==> src/rtl/taxi_trip_ctrl.sv <==
`default_nettype none
// ============================================================================
// Module      : taxi_trip_ctrl
// Description : Taximeter trip sequencer. Counts wheel pulses into whole
//               kilometres and stationary seconds into waiting minutes,
//               steps IDLE -> RUN -> BILL and latches the fare on alighting.
// Revision    : 1.0 - initial release
// ============================================================================
module taxi_trip_ctrl #(
    parameter int PULSES_PER_KM = 10,
    parameter int WAIT_SECS     = 60
) (
    input  logic        clk,
    input  logic        rst,
    input  logic        start,
    input  logic        stop,
    input  logic        clear,
    input  logic        wheel_pulse,
    input  logic        tick_1s,
    input  logic [10:0] cost_in,
    output logic [7:0]  mil,
    output logic [6:0]  timee,
    output logic [10:0] bill,
    output logic        bill_valid,
    output logic        busy,
    output logic [1:0]  state
);

    localparam int c_PW = $clog2(PULSES_PER_KM);
    localparam int c_SW = $clog2(WAIT_SECS);

    localparam logic [c_PW-1:0] c_PULSE_MAX = c_PW'(PULSES_PER_KM - 1);
    localparam logic [c_SW-1:0] c_SEC_MAX   = c_SW'(WAIT_SECS - 1);
    localparam logic [7:0]      c_MIL_SAT   = 8'd255;
    localparam logic [6:0]      c_TIME_SAT  = 7'd127;

    localparam logic [1:0] c_IDLE = 2'b00;
    localparam logic [1:0] c_RUN  = 2'b01;
    localparam logic [1:0] c_BILL = 2'b10;

    logic [1:0]      r_state,      w_state_nxt;
    logic [c_PW-1:0] r_pulse_cnt,  w_pulse_cnt_nxt;
    logic [c_SW-1:0] r_sec_cnt,    w_sec_cnt_nxt;
    logic            r_moved,      w_moved_nxt;
    logic [7:0]      r_mil,        w_mil_nxt;
    logic [6:0]      r_timee,      w_timee_nxt;
    logic [10:0]     r_bill,       w_bill_nxt;
    logic            r_bill_valid, w_bill_valid_nxt;
    logic            r_busy;

    // State and counter registers; reset overrides every other input.
    always_ff @(posedge clk) begin
        if (rst) begin
            r_state      <= c_IDLE;
            r_pulse_cnt  <= '0;
            r_sec_cnt    <= '0;
            r_moved      <= 1'b0;
            r_mil        <= '0;
            r_timee      <= '0;
            r_bill       <= '0;
            r_bill_valid <= 1'b0;
            r_busy       <= 1'b0;
        end else begin
            r_state      <= w_state_nxt;
            r_pulse_cnt  <= w_pulse_cnt_nxt;
            r_sec_cnt    <= w_sec_cnt_nxt;
            r_moved      <= w_moved_nxt;
            r_mil        <= w_mil_nxt;
            r_timee      <= w_timee_nxt;
            r_bill       <= w_bill_nxt;
            r_bill_valid <= w_bill_valid_nxt;
            r_busy       <= (w_state_nxt == c_RUN);
        end
    end

    // Next-state, distance/waiting counting and bill capture.
    always_comb begin
        w_state_nxt      = r_state;
        w_pulse_cnt_nxt  = r_pulse_cnt;
        w_sec_cnt_nxt    = r_sec_cnt;
        w_moved_nxt      = r_moved;
        w_mil_nxt        = r_mil;
        w_timee_nxt      = r_timee;
        w_bill_nxt       = r_bill;
        w_bill_valid_nxt = r_bill_valid;

        case (r_state)
            c_IDLE: begin
                // Counters are already zero here, so start only moves state.
                if (start) begin
                    w_state_nxt = c_RUN;
                end
            end

            c_RUN: begin
                if (clear) begin
                    w_state_nxt     = c_IDLE;
                    w_pulse_cnt_nxt = '0;
                    w_sec_cnt_nxt   = '0;
                    w_moved_nxt     = 1'b0;
                    w_mil_nxt       = '0;
                    w_timee_nxt     = '0;
                end else if (stop) begin
                    // Sensor events in the stop cycle are dropped so the
                    // captured fare matches the displayed mil/timee.
                    w_state_nxt      = c_BILL;
                    w_bill_nxt       = cost_in;
                    w_bill_valid_nxt = 1'b1;
                end else begin
                    if (wheel_pulse) begin
                        if (r_pulse_cnt == c_PULSE_MAX) begin
                            w_pulse_cnt_nxt = '0;
                            if (r_mil != c_MIL_SAT) begin
                                w_mil_nxt = r_mil + 8'd1;
                            end
                        end else begin
                            w_pulse_cnt_nxt = r_pulse_cnt + c_PW'(1);
                        end
                    end
                    // A tick closes the one-second window: it counts only if
                    // the cab did not move during it, and starts a new window.
                    if (tick_1s) begin
                        w_moved_nxt = 1'b0;
                        if (!r_moved && !wheel_pulse) begin
                            if (r_sec_cnt == c_SEC_MAX) begin
                                w_sec_cnt_nxt = '0;
                                if (r_timee != c_TIME_SAT) begin
                                    w_timee_nxt = r_timee + 7'd1;
                                end
                            end else begin
                                w_sec_cnt_nxt = r_sec_cnt + c_SW'(1);
                            end
                        end
                    end else if (wheel_pulse) begin
                        w_moved_nxt = 1'b1;
                    end
                end
            end

            c_BILL: begin
                if (clear || start) begin
                    w_state_nxt      = clear ? c_IDLE : c_RUN;
                    w_pulse_cnt_nxt  = '0;
                    w_sec_cnt_nxt    = '0;
                    w_moved_nxt      = 1'b0;
                    w_mil_nxt        = '0;
                    w_timee_nxt      = '0;
                    w_bill_valid_nxt = 1'b0;
                end
            end

            default: begin
                w_state_nxt      = c_IDLE;
                w_pulse_cnt_nxt  = '0;
                w_sec_cnt_nxt    = '0;
                w_moved_nxt      = 1'b0;
                w_mil_nxt        = '0;
                w_timee_nxt      = '0;
                w_bill_valid_nxt = 1'b0;
            end
        endcase
    end

    assign mil        = r_mil;
    assign timee      = r_timee;
    assign bill       = r_bill;
    assign bill_valid = r_bill_valid;
    assign busy       = r_busy;
    assign state      = r_state;

endmodule
`default_nettype wire

==> config.mk <==
export PLATFORM = sky130hd
export DESIGN_NAME = taxi_trip_ctrl
export DESIGN_NICKNAME = d
export VERILOG_FILES = /design/src/rtl/taxi_trip_ctrl.sv
export SDC_FILE = /design/constraint.sdc
export NUM_CORES = 1
export LEC_CHECK = 0
export CAP_MARGIN = 40
export CORE_MARGIN = 4
export CORE_UTILIZATION = 56
export DETAILED_ROUTE_END_ITERATION = 8
export DONT_BUFFER_PORTS = 1
export GPL_TIMING_DRIVEN = 0
export MAX_ROUTING_LAYER = met4
export PLACE_DENSITY_LB_ADDON = 0.25
export SLEW_MARGIN = 25
export SYNTH_ARGS = -nofsm -noshare
export SYNTH_HDL_FRONTEND = slang
export SYNTH_SLANG_ARGS = --single-unit
export TNS_END_PERCENT = 50
==> constraint.sdc <==
create_clock -name clk -period 1.6 [get_ports clk]
set_input_delay 0.32 -clock clk [delete_from_list [all_inputs] [get_ports clk]]
set_output_delay 0.32 -clock clk [all_outputs]
set_load 0.02 [all_outputs]
**Word-level counts from Yosys, hierarchy flattened**

Cells that the tools add are included.

- Logic and storage cells: 89
- Output and inout port bits: 30
- Bits in registers: 41
- Input bits: 18

- Add/subtract/negate cells: 4
- Reduce and logical (&&, ||, !) cells: 12
- Muxes and demuxes: 43
- Bitwise logic cells: 2
- Eq/ne operators: 19

Operators with widths:

| operator | number |
|---|---|
| $mux W7 | 7 |
| $mux W8 | 6 |
| $mux W6 | 6 |
| $ne A3 B3 Y1 const B | 8 |
| $pmux W8 S3 | 1 |
| $pmux W7 S3 | 1 |
| $mux W4 | 5 |
| $pmux W6 S3 | 1 |
| $pmux W4 S3 | 1 |
| $reduce_and A4 Y1 | 3 |
| $add A8 B1 Y8 const B | 1 |
| $mux W1 | 8 |
| $mux W2 | 4 |
| $ne A8 B8 Y1 const B | 1 |
| $add A7 B1 Y7 const B | 1 |
| $ne A7 B7 Y1 const B | 1 |
| $reduce_and A7 Y1 | 1 |
| $add A6 B1 Y6 const B | 1 |
| $eq A6 B6 Y1 const B | 1 |
| $ne A2 B2 Y1 const B | 3 |
| $pmux W1 S3 | 2 |
| $pmux W2 S3 | 1 |
| $reduce_and A6 Y1 | 1 |
| $reduce_and A5 Y1 | 1 |
| other kinds (11) | 14 |

**Depth between registers and ports, before layout**

Gate-level depths: netlist of the first run.

- Depth in word-level cells: 8
- Gate-level depth with buffers: 7

**Worst setup path before layout of the first run**

OpenSTA, ideal clock, no wires.

- Path kind: reg2reg
- Start point: reg r_mil[0], in the netlist mil[0]
- End point: reg r_mil[4], in the netlist mil[4]
- Setup slack: -0.142 ns
- Library setup time: 0.070 ns
- Path buffers: 0
- Stages on the path, launching flop included: 7
- Required time: 1.530 ns
- Arrival time: 1.671 ns
- Path through: dfxtp_1 -> ha_1 -> nand4b_1 -> a31oi_1 -> nand2_1 -> or4_1 -> a21oi_1

- Longest elaborated chain between the ends: 7
- Elaborated cells on any way between the ends: 10
- Classes of those cells: add/sub (1); eq/ne (2); mux (6); reduce/logical (1)

RTL lines:

| item | RTL line | source |
|---|---|---|
| start, declared | 45 | `logic [7:0] r_mil, w_mil_nxt;` |
| start signal, assigned | 68 | `r_mil <= w_mil_nxt;` |
| $add A8 B1 Y8 | 114 | `w_mil_nxt = r_mil + 8'd1;` |
| $mux W8 | 113 | `if (r_mil != c_MIL_SAT) begin` |
| $mux W8 | 111 | `if (r_pulse_cnt == c_PULSE_MAX) begin` |
| $mux W8 | 110 | `if (wheel_pulse) begin` |
| $mux W8 | 103 | `end else if (stop) begin` |
| $mux W8 | 96 | `if (clear) begin` |
| $pmux W8 S3 | 87 | `case (r_state)` |

Parallel ways exist; a longest one is shown, timed or not. The select of a mux whose other input is x is not followed.
A chain may end at the register's enable or synchronous reset.

**Worst setup path after layout of the first run**

Ends and elaborated chain as after synthesis.

==> impl_metrics.env, run 1 <==
export IMPL_status="finished with violations"
export IMPL_violations="negative setup slack"
export IMPL_syn_area_sq_um=2010
export IMPL_start_util_pct=58.9
export IMPL_seq_power_share_pct=53.5
export IMPL_drtPass1Iterations=5
export IMPL_top_usage_layer="met2"
export IMPL_die_area_sq_um=4620
export IMPL_yosysWarnings=0
export IMPL_io_buffers=0
export IMPL_groute_usage_overall_pct=23.4
export IMPL_dp_hpwl_um=3160
export IMPL_ant_nets=0
export IMPL_switchingPower_uw=515
export IMPL_viasPerCell=6.11
export IMPL_nNetsFinal=311
export IMPL_hold_class="in2reg"
export IMPL_area_growth_pct=30.5
export IMPL_avgSynthCellArea_sq_um=8.05
export IMPL_cts_max_path_buffers=2
export IMPL_final_hold_violation_count=0
export IMPL_switching_share_pct=26.2
export IMPL_r2r_cells=6
export IMPL_finish_instance_area_sq_um=2630
export IMPL_ys_flop_type="dfxtp_1"
export IMPL_grt_overflow=0
export IMPL_antenna_found_initial=0
export IMPL_maxCapViolCount=0
export IMPL_synth_edff_count=0
export IMPL_final_common_cell="nand2_1"
export IMPL_combPwrFrac_pct=11.1
export IMPL_final_min_clock_period_ns=1.81
export IMPL_power_leakage_uw=0.000910
export IMPL_rrSetupSlack_ns=-0.21
export IMPL_rsz0062_at_grt="true"
export IMPL_total_power_uw=1970
export IMPL_path_max_fanout=6
export IMPL_grt_pass1_vias=1844
export IMPL_antenna_cells=0
export IMPL_vdd_ir_drop_max_mv=0.600
export IMPL_insertion_delay_ns=0.37
export IMPL_synth_yosys_seq_area_share_pct=40.8
export IMPL_place_congestion=0.791
export IMPL_dpl_cell_area_sq_um=2100
export IMPL_die_h_um=67.9
export IMPL_cts_reportedPaths_clkPinSlew_ns=0.14
export IMPL_netlist_instances=250
export IMPL_crit_required_ns=1.90
export IMPL_cts_tree="done"
export IMPL_power_density_nw_per_um2=750
export IMPL_clkPwrFrac_pct=35.4
export IMPL_cts_max_level=2
export IMPL_drtIter0Drc=158
export IMPL_rows=21
export IMPL_grt_max_degree=15
export IMPL_cts_sinks=41
export IMPL_clock_skew_ns=0.0141
export IMPL_tightest_slew_ns=0.528
export IMPL_start_kind="register"
export IMPL_cts_buffers_inserted=5
export IMPL_slew_viol_final=0
export IMPL_coreArea_sq_um=3420
export IMPL_finalWorstSetupSlack_ns=-0.213
export IMPL_drive_above_1_share_pct=33.6
export IMPL_cp_arrival_ns=2.11
export IMPL_io_pins=48
export IMPL_cp_end_kind="register"
export IMPL_ys_types=46
export IMPL_via_count=2048
export IMPL_grt_pass1_wl_um=7990
export IMPL_relSlewSlack_pct=64.8
export IMPL_layout_common_cells="nand2_1 (39), buf_4 (30), a21oi_1 (28)"
export IMPL_routedWlPerCell_um=16.6
export IMPL_ys_seq_elements=41
export IMPL_cts_root_buf="clkbuf_4"
export IMPL_routed_wl_um=5560
export IMPL_grt_util_met2_pct=35.0
export IMPL_grt_util_met3_pct=6.90
export IMPL_finalCritPeriodShare_pct=113
export IMPL_grt_util_met1_pct=29.1
export IMPL_worstSetupPathType="reg2reg"
export IMPL_finalSetupViolations=17
export IMPL_max_freq_ghz=0.552
export IMPL_drc_errors=0
export IMPL_async_flop_share_pct=0
export IMPL_die_w_um=67.9
export IMPL_nFillCells=242
export IMPL_p_int_uw=1450
export IMPL_hold_depth=2
export IMPL_syn_nets=273
==> cells by family (layout without fill, tap and decap cells) <==
| logic type | count (synthesis) | after routing | synth area share, % |
|---|---|---|---|
| compound gates | 68 | 68 | 20.6 |
| xor+xnor | 5 | 5 | 2.18 |
| fa+ha+maj | 5 | 5 | 3.11 |
| buf+inv | 16 | 55 | 4.04 |
| flops | 41 | 41 | 40.8 |
| mux | 1 | 1 | 0.498 |
| simple gates | 114 | 114 | 28.8 |
==> path summary, 6_finish.rpt <==
| check | startpoint | end |
|---|---|---|
| max | mil[0] | mil[4] |
| min | cost_in[10] | bill[10] |
| max reg2reg | mil[0] | mil[4] |
| min reg2reg | r_sec_cnt[1] | r_sec_cnt[1] |
==> critical path, stage by stage, from the launching register on <==
cell      delay [ns]
dfxtp_4         0.45
ha_4            0.16
nand4b_1        0.17
a31oi_2         0.21
nand2_1         0.08
or4_1           0.51
a21oi_1         0.17
==> sequential cells by signal (all words and copies together), names as in the netlist <==
| signal | flops |
|---|---|
| r_pulse_cnt | 4 |
| bill | 11 |
| bill_valid | 1 |
| timee | 7 |
| r_moved | 1 |
| state | 2 |
| r_sec_cnt | 6 |
| mil | 8 |
| busy | 1 |
==> layer usage <==
layer / part of all wire (%) / wire [um] / vias up
li1: - / - / 984
met1: 41 / 2300 / 948
met2: 47 / 2610 / 93
met3: 8.4 / 468 / 23
met4: 3.4 / 190 / 0
met5: 0 / 0 / -
==> power by group through the flow <==
stage	Sequential, uW	Combinational, uW	Clock (uW)
after floorplan	1090	131	0
after global placement	1090	158	0
after detailed placement	1090	160	0
after CTS	1060	192	706
after global routing	1060	240	761
final	1050	218	697
==> per-stage QoR <==
step           std cells  setup TNS, ns  setup slack, ns  utilization, %  hold slack, ns
5_1_grt              335          -3.39           -0.291            76.8          0.0518
3_5_place_dp         296          -3.17           -0.257            61.4           0.463
2_1_floorplan        250        -0.0981          -0.0532               -           0.449
4_1_cts              325         -0.849           -0.114            71.2          0.0682
3_3_place_gp         296          -2.63           -0.231            61.4           0.458
6_report             335          -1.50           -0.213            76.8          0.0689
==> Yosys cell counts, types with 2 or more instances <==
cell	instances	area, sq um
xor2_1	2	17.5
or3_1	4	25.0
nand2b_1	3	18.8
or4_1	5	37.5
and2_1	4	25.0
nor3_1	5	25.0
a211oi_1	2	15.0
buf_6	2	22.5
and4_1	2	17.5
o31ai_1	3	22.5
o22a_2	2	20.0
nor2b_1	2	12.5
nand4_1	4	25.0
nor2_2	2	12.5
a31oi_1	6	37.5
ha_1	5	62.6
a41oi_1	3	26.3
dfxtp_1	41	821
o21ai_0	14	70.1
inv_1	6	22.5
clkbuf_1	5	18.8
buf_2	2	10.0
and3_1	5	31.3
nor2_1	20	75.1
nand3_1	11	55.1
a21oi_1	29	145
nand2_1	40	150
xnor2_1	3	26.3
==> cell type report <==
class / instances / area (sq um) / area share (%)
multi-input cells: 193 / 1270 / 48.6
flip-flops and latches: 41 / 868 / 33.1
repair buffers: 31 / 244 / 9.29
plain buffers: 10 / 73.8 / 2.81
well taps: 46 / 57.6 / 2.19
clock inverters: 3 / 46.3 / 1.76
clock buffers: 5 / 37.5 / 1.43
inverters: 6 / 22.5 / 0.858
==> repair_timing <==
item                       4_1_cts  5_1_grt
setup endpoints to repair       30       35
setup buffers                   21       10
pin swaps                       14       16
resized for setup               29       42
hold buffers                     0        0
Note: power is estimated with default switching activity, not from simulation.
==> run 2: changes to the inputs <==
--- a/config.mk
+++ b/config.mk
@@ -7,7 +7,7 @@
 export LEC_CHECK = 0
 export CAP_MARGIN = 40
 export CORE_MARGIN = 4
-export CORE_UTILIZATION = 56
+export CORE_UTILIZATION = 60
 export DETAILED_ROUTE_END_ITERATION = 8
 export DONT_BUFFER_PORTS = 1
 export GPL_TIMING_DRIVEN = 0
==> constraint.sdc (replaced) <==
create_clock -name clk -period 1.9 [get_ports clk]
set_input_delay 0.38 -clock clk [delete_from_list [all_inputs] [get_ports clk]]
set_output_delay 0.38 -clock clk [all_outputs]
set_load 0.02 [all_outputs]
==> run 2 against run 1 <==
Against the previous run: the flow now finishes without violations; largest cell class unchanged; sequential share of layout area increased by 4.0 points; critical path depth stayed put; maximum frequency fell by 0.69%; die area fell by 5.9%; wire length decreased by 20%; clock power decreased by 0.7%; register-to-register slack gained 0.29 ns; sequential power fell by 15%; non-clock buffer count fell by 28; setup slack better by 0.29 ns; first-iteration DRC count up 22%; sequential cell count unchanged.
==> impl_metrics.env, run 2 (synthesis results as in run 1) <==
export IMPL_grt_pass1_wl_um=7200
export IMPL_path_max_fanout=5
export IMPL_via_count=1823
export IMPL_io_buffers=0
export IMPL_routedWlPerCell_um=14.6
export IMPL_grt_overflow=0
export IMPL_status="finished, final reports clean"
export IMPL_antenna_found_initial=0
export IMPL_insertion_delay_ns=0.34
export IMPL_drc_errors=0
export IMPL_top_usage_layer="met2"
export IMPL_viasPerCell=5.98
export IMPL_power_density_nw_per_um2=766
export IMPL_cts_buffers_inserted=5
export IMPL_rsz0062_at_grt="true"
export IMPL_relSlewSlack_pct=67.2
export IMPL_cpMaxStageDelayCell="dfxtp_2"
export IMPL_nNetsFinal=283
export IMPL_vdd_ir_drop_max_mv=0.779
export IMPL_cts_max_level=2
export IMPL_rrSetupSlack_ns=0.07
export IMPL_area_growth_pct=12.3
export IMPL_cts_sinks=41
export IMPL_place_congestion=0.828
export IMPL_whs_ns=0.152
export IMPL_crit_required_ns=2.19
export IMPL_finalCritPeriodShare_pct=96.1
export IMPL_cts_tree="done"
export IMPL_grt_util_met1_pct=27.9
export IMPL_drtPass1Iterations=4
export IMPL_ant_nets=0
export IMPL_grt_util_met3_pct=7.82
export IMPL_die_h_um=65.9
export IMPL_grt_util_met2_pct=31.7
export IMPL_coreArea_sq_um=3130
export IMPL_tightest_slew_ns=0.491
export IMPL_start_kind="register"
export IMPL_crit_family="simple AND/OR/NAND/NOR gates"
export IMPL_slew_viol_final=0
export IMPL_layout_common_cells="nand2_1 (39), dfxtp_1 (35), a21oi_1 (29)"
export IMPL_hold_class="in2reg"
export IMPL_max_freq_ghz=0.548
export IMPL_final_hold_violation_count=0
export IMPL_grt_pass1_vias=1593
export IMPL_maxCapViolCount=0
export IMPL_finalSetupViolations=0
export IMPL_routed_wl_um=4450
export IMPL_die_area_sq_um=4340
export IMPL_largest_reg_flops=11
export IMPL_path_buf_inv=0
export IMPL_groute_usage_overall_pct=21.6
export IMPL_io_pins=48
export IMPL_slowest_delay_ns=0.45
export IMPL_worstPathCellList="ha_2, nand4b_1, a31oi_2, nand2_1, or4_1, a21oi_1"
export IMPL_cp_arrival_ns=2.11
export IMPL_die_w_um=65.9
export IMPL_fin_setup_tns_ns=0
export IMPL_drive_above_1_share_pct=14.9
export IMPL_worstSetupPathType="reg2reg"
export IMPL_final_common_cell="nand2_1"
export IMPL_grt_max_degree=14
export IMPL_power_leakage_uw=0.000760
export IMPL_cts_root_buf="clkbuf_4"
export IMPL_cp_end_kind="register"
export IMPL_clock_skew_ns=0.0160
export IMPL_start_util_pct=64.3
export IMPL_final_min_clock_period_ns=1.83
export IMPL_cts_reportedPaths_clkPinSlew_ns=0.13
export IMPL_rows=20
export IMPL_dp_hpwl_um=3160
export IMPL_drtIter0Drc=192
export IMPL_cts_max_path_buffers=2
export IMPL_antenna_cells=0
-- run 2: cell count changes in the layout (fill, tap and decap cells not counted), moves of 3 or more --
cell and delta:
nand3_2 -3, nand3_1 +3, dfxtp_4 -7, buf_4 -26, o21ai_1 -7, ha_4 -3, dfxtp_2 -3, o21ai_0 +7
buf_6 -3, dfxtp_1 +10, nor2_1 +3
-- run 2: power breakdown --
part,total [uW],switching [uW],internal [uW]
Clock,692,284,407
Combinational,142,84.2,58.2
Sequential,897,26.4,870
Total,1730,395,1340
-- run 2: cell type report --
| type | instances | area (sq um) |
|---|---|---|
| plain buffers | 10 | 61.3 |
| fillers | 261 | 870 |
| flip-flops and latches | 41 | 838 |
| clock inverters | 3 | 65.1 |
| multi-input cells | 193 | 1160 |
| repair buffers | 3 | 22.5 |
| clock buffers | 5 | 37.5 |
| inverters | 6 | 22.5 |
| well taps | 44 | 55.1 |
-- run 2: timing repair --
item / 4_1_cts / 5_1_grt
endpoints found under the setup margin: 17 / 22
pin swaps: 0 / 2
setup buffers: 0 / 3
resized for setup: 5 / 16
endpoints found under the hold margin: 0 / 0
hold buffers: 0 / 0
-- run 2: metal layers --
| metal | share of wire [%] | vias to the layer above | wire (um) |
|---|---|---|---|
| li1 | - | 924 | - |
| met1 | 45 | 812 | 2020 |
| met2 | 43 | 78 | 1920 |
| met3 | 10 | 9 | 461 |
| met4 | 1.2 | 0 | 55 |
| met5 | 0 | - | 0 |
-- run 2: final timing paths --
kind                      from            to  depth (start not counted)
setup / recovery        mil[1]        mil[4]                          6
hold / removal     cost_in[10]      bill[10]                          2
setup reg to reg        mil[1]        mil[4]                          6
hold reg to reg   r_sec_cnt[1]  r_sec_cnt[1]                          2
-- run 2: per-stage QoR --
stage	setup WS, ns	instance area, sq um	total power (uW)	util (%)	std cells
global route	-0.0164	2260	1810	72.2	305
global placement	-0.133	2070	1050	66.1	294
finish	0.0749	2260	1730	72.2	305
detailed placement	-0.144	2070	1050	66.1	294
CTS	-0.00464	2180	1740	69.6	302
floorplan	0.158	2010	1020	-	250
-- run 2: worst register-to-register path, delay by kind of cell, from the launching register on --
family	cells	cell delay, ns
adders and majority gates	1	0.28
DFF	1	0.45
AOI/OAI and AO/OA	2	0.37
and+or+nand+nor	3	0.66
==> run 3: changes to the inputs <==
--- a/config.mk
+++ b/config.mk
@@ -6,14 +6,15 @@
 export NUM_CORES = 1
 export LEC_CHECK = 0
 export CAP_MARGIN = 40
+export CELL_PAD_IN_SITES_DETAIL_PLACEMENT = 0
+export CELL_PAD_IN_SITES_GLOBAL_PLACEMENT = 2
 export CORE_MARGIN = 4
-export CORE_UTILIZATION = 60
+export CORE_UTILIZATION = 35
 export DETAILED_ROUTE_END_ITERATION = 8
 export DONT_BUFFER_PORTS = 1
 export GPL_TIMING_DRIVEN = 0
 export MAX_ROUTING_LAYER = met4
 export PLACE_DENSITY_LB_ADDON = 0.25
-export SLEW_MARGIN = 25
 export SYNTH_ARGS = -nofsm -noshare
 export SYNTH_HDL_FRONTEND = slang
 export SYNTH_SLANG_ARGS = --single-unit
==> run 3 against run 2 <==
Against the previous run: die area grew 62%; power grew 9.0%; critical endpoint is now mil[5]; maximum frequency grew 0.13%; global-route usage shrank 5.9 points; highest routed layer unchanged; clock power grew 22%; combinational power grew 4%; non-clock buffer count grew 3.
==> impl_metrics.env, run 3 (synthesis results as in run 1) <==
export IMPL_min_from="cost_in[10]"
export IMPL_cts_tree="done"
export IMPL_grt_max_degree=14
export IMPL_power_density_nw_per_um2=798
export IMPL_viasPerCell=5.44
export IMPL_max_freq_ghz=0.549
export IMPL_relSlewSlack_pct=64.2
export IMPL_cts_max_level=2
export IMPL_routed_wl_um=5250
export IMPL_cpMaxStageDelayCell="or3_1"
export IMPL_whs_ns=0.207
export IMPL_coreArea_sq_um=5540
export IMPL_ant_nets=0
export IMPL_antenna_cells=0
export IMPL_drive_above_1_share_pct=17.0
export IMPL_start_util_pct=36.3
export IMPL_final_hold_violation_count=0
export IMPL_place_congestion=0.819
export IMPL_status="finished, final reports clean"
export IMPL_finalSetupViolations=0
export IMPL_routedWlPerCell_um=15.6
export IMPL_die_h_um=83.8
export IMPL_grt_pass1_vias=1740
export IMPL_path_buf_inv=1
export IMPL_cp_end_kind="register"
export IMPL_slew_viol_final=0
export IMPL_path_max_fanout=6
export IMPL_ff_latch_area_sq_um=837
export IMPL_final_common_cell="nand2_1"
export IMPL_worstPathCellList="inv_1, ha_1, nand3b_1, a41oi_4, nand4_1, or3_1, o211ai_1"
export IMPL_drtPass1Iterations=6
export IMPL_grt_pass1_wl_um=8820
export IMPL_via_count=1829
export IMPL_grt_overflow=0
export IMPL_vdd_ir_drop_max_mv=0.411
export IMPL_groute_usage_overall_pct=15.7
export IMPL_r2r_end="mil[5]"
export IMPL_nFillCells=590
export IMPL_drc_errors=0
export IMPL_hold_path_end="bill[10]"
export IMPL_cts_max_path_buffers=2
export IMPL_cts_sinks=41
export IMPL_dp_hpwl_um=3720
export IMPL_slowest_delay_ns=0.38
export IMPL_fin_setup_tns_ns=0
export IMPL_io_pins=48
export IMPL_rrSetupSlack_ns=0.08
export IMPL_tightest_slew_ns=0.537
export IMPL_multi_input_area_sq_um=1170
export IMPL_hold_depth=2
export IMPL_finalNonFillerCells=336
export IMPL_final_min_clock_period_ns=1.82
export IMPL_antenna_found_initial=0
export IMPL_cp_arrival_ns=2.05
export IMPL_dp_cells=322
export IMPL_finish_instance_area_sq_um=2360
export IMPL_largest_reg_flops=11
export IMPL_drtIter0Drc=64
export IMPL_area_growth_pct=17.5
export IMPL_holdBufCountCts=0
export IMPL_io_buffers=0
export IMPL_insertion_delay_ns=0.30
export IMPL_die_w_um=83.8
export IMPL_crit_family="simple AND/OR/NAND/NOR gates"
export IMPL_clock_skew_ns=0.00787
export IMPL_crit_required_ns=2.12
export IMPL_hold_class="in2reg"
export IMPL_finalCritPeriodShare_pct=95.9
export IMPL_start_kind="register"
export IMPL_layout_common_cells="nand2_1 (39), dfxtp_1 (34), a21oi_1 (29)"
export IMPL_die_area_sq_um=7030
export IMPL_cts_reportedPaths_clkPinSlew_ns=0.09
export IMPL_worstSetupPathType="reg2reg"
export IMPL_dpl_cell_area_sq_um=2100
export IMPL_r2r_cells=7
export IMPL_power_leakage_uw=0.000792
export IMPL_cts_root_buf="clkbuf_8"
export IMPL_rows=27
export IMPL_nNetsFinal=286
export IMPL_reg2reg_from="r_pulse_cnt[1]"
export IMPL_maxCapViolCount=0
export IMPL_cts_buffers_inserted=5
run 3: worst register-to-register path: stages (launching register included):
cell and delay, ns:
dfxtp_1 0.34, inv_1 0.06, ha_1 0.16, nand3b_1 0.22, a41oi_4 0.33, nand4_1 0.17
or3_1 0.38, o211ai_1 0.09
run 3: layout make-up:
| class | count | area share (%) |
|---|---|---|
| inverters | 6 | 0.953 |
| well taps | 72 | 3.81 |
| clock inverters | 3 | 2.75 |
| multi-input cells | 193 | 49.6 |
| repair buffers | 6 | 1.91 |
| flip-flops and latches | 41 | 35.4 |
| clock buffers | 5 | 2.91 |
| plain buffers | 10 | 2.65 |
run 3: repair_timing:
| action | in CTS | in global routing |
|---|---|---|
| setup buffers | 3 | 3 |
| endpoints found under the hold margin | 0 | 0 |
| pin swaps | 0 | 2 |
| gates resized for setup | 9 | 18 |
| endpoints found under the setup margin | 24 | 12 |
run 3: worst max path at each step:
stage / from / to / slack, ns / cells after the start
after global routing: r_pulse_cnt[1] / mil[5] / -0.004 / 7
after global placement: state[0] / r_pulse_cnt[2] / -0.21 / 5
after floorplan: mil[0] / mil[4] / 0.16 / 6
after detailed placement: state[0] / r_pulse_cnt[2] / -0.22 / 5
after CTS: timee[0] / timee[5] / 0.0004 / 6
final: r_pulse_cnt[1] / mil[5] / 0.08 / 7
run 3: report_power, final:
part / internal (uW) / switching, uW / total [uW]
Sequential: 870 / 25.9 / 895
Clock: 522 / 321 / 843
Combinational: 59.1 / 88.8 / 148
run 3: stage by stage:
stage / setup slack (ns) / util [%] / total power [uW]
6_report: 0.0772 / 42.7 / 1890
5_1_grt: -0.00413 / 42.7 / 1980
4_1_cts: 0.000410 / 41.2 / 1920
3_5_place_dp: -0.216 / 37.9 / 1060
3_3_place_gp: -0.214 / 37.9 / 1060
2_1_floorplan: 0.158 / - / 1020
run 3: layer usage:
metal	part of all wire [%]	wire length, um	vias up	track usage [%]
li1	-	-	928	-
met1	49	2570	860	19.5
met2	44	2300	35	24.7
met3	5.8	307	6	4.44
met4	1.3	70	0	4.82
met5	0	0	-	-
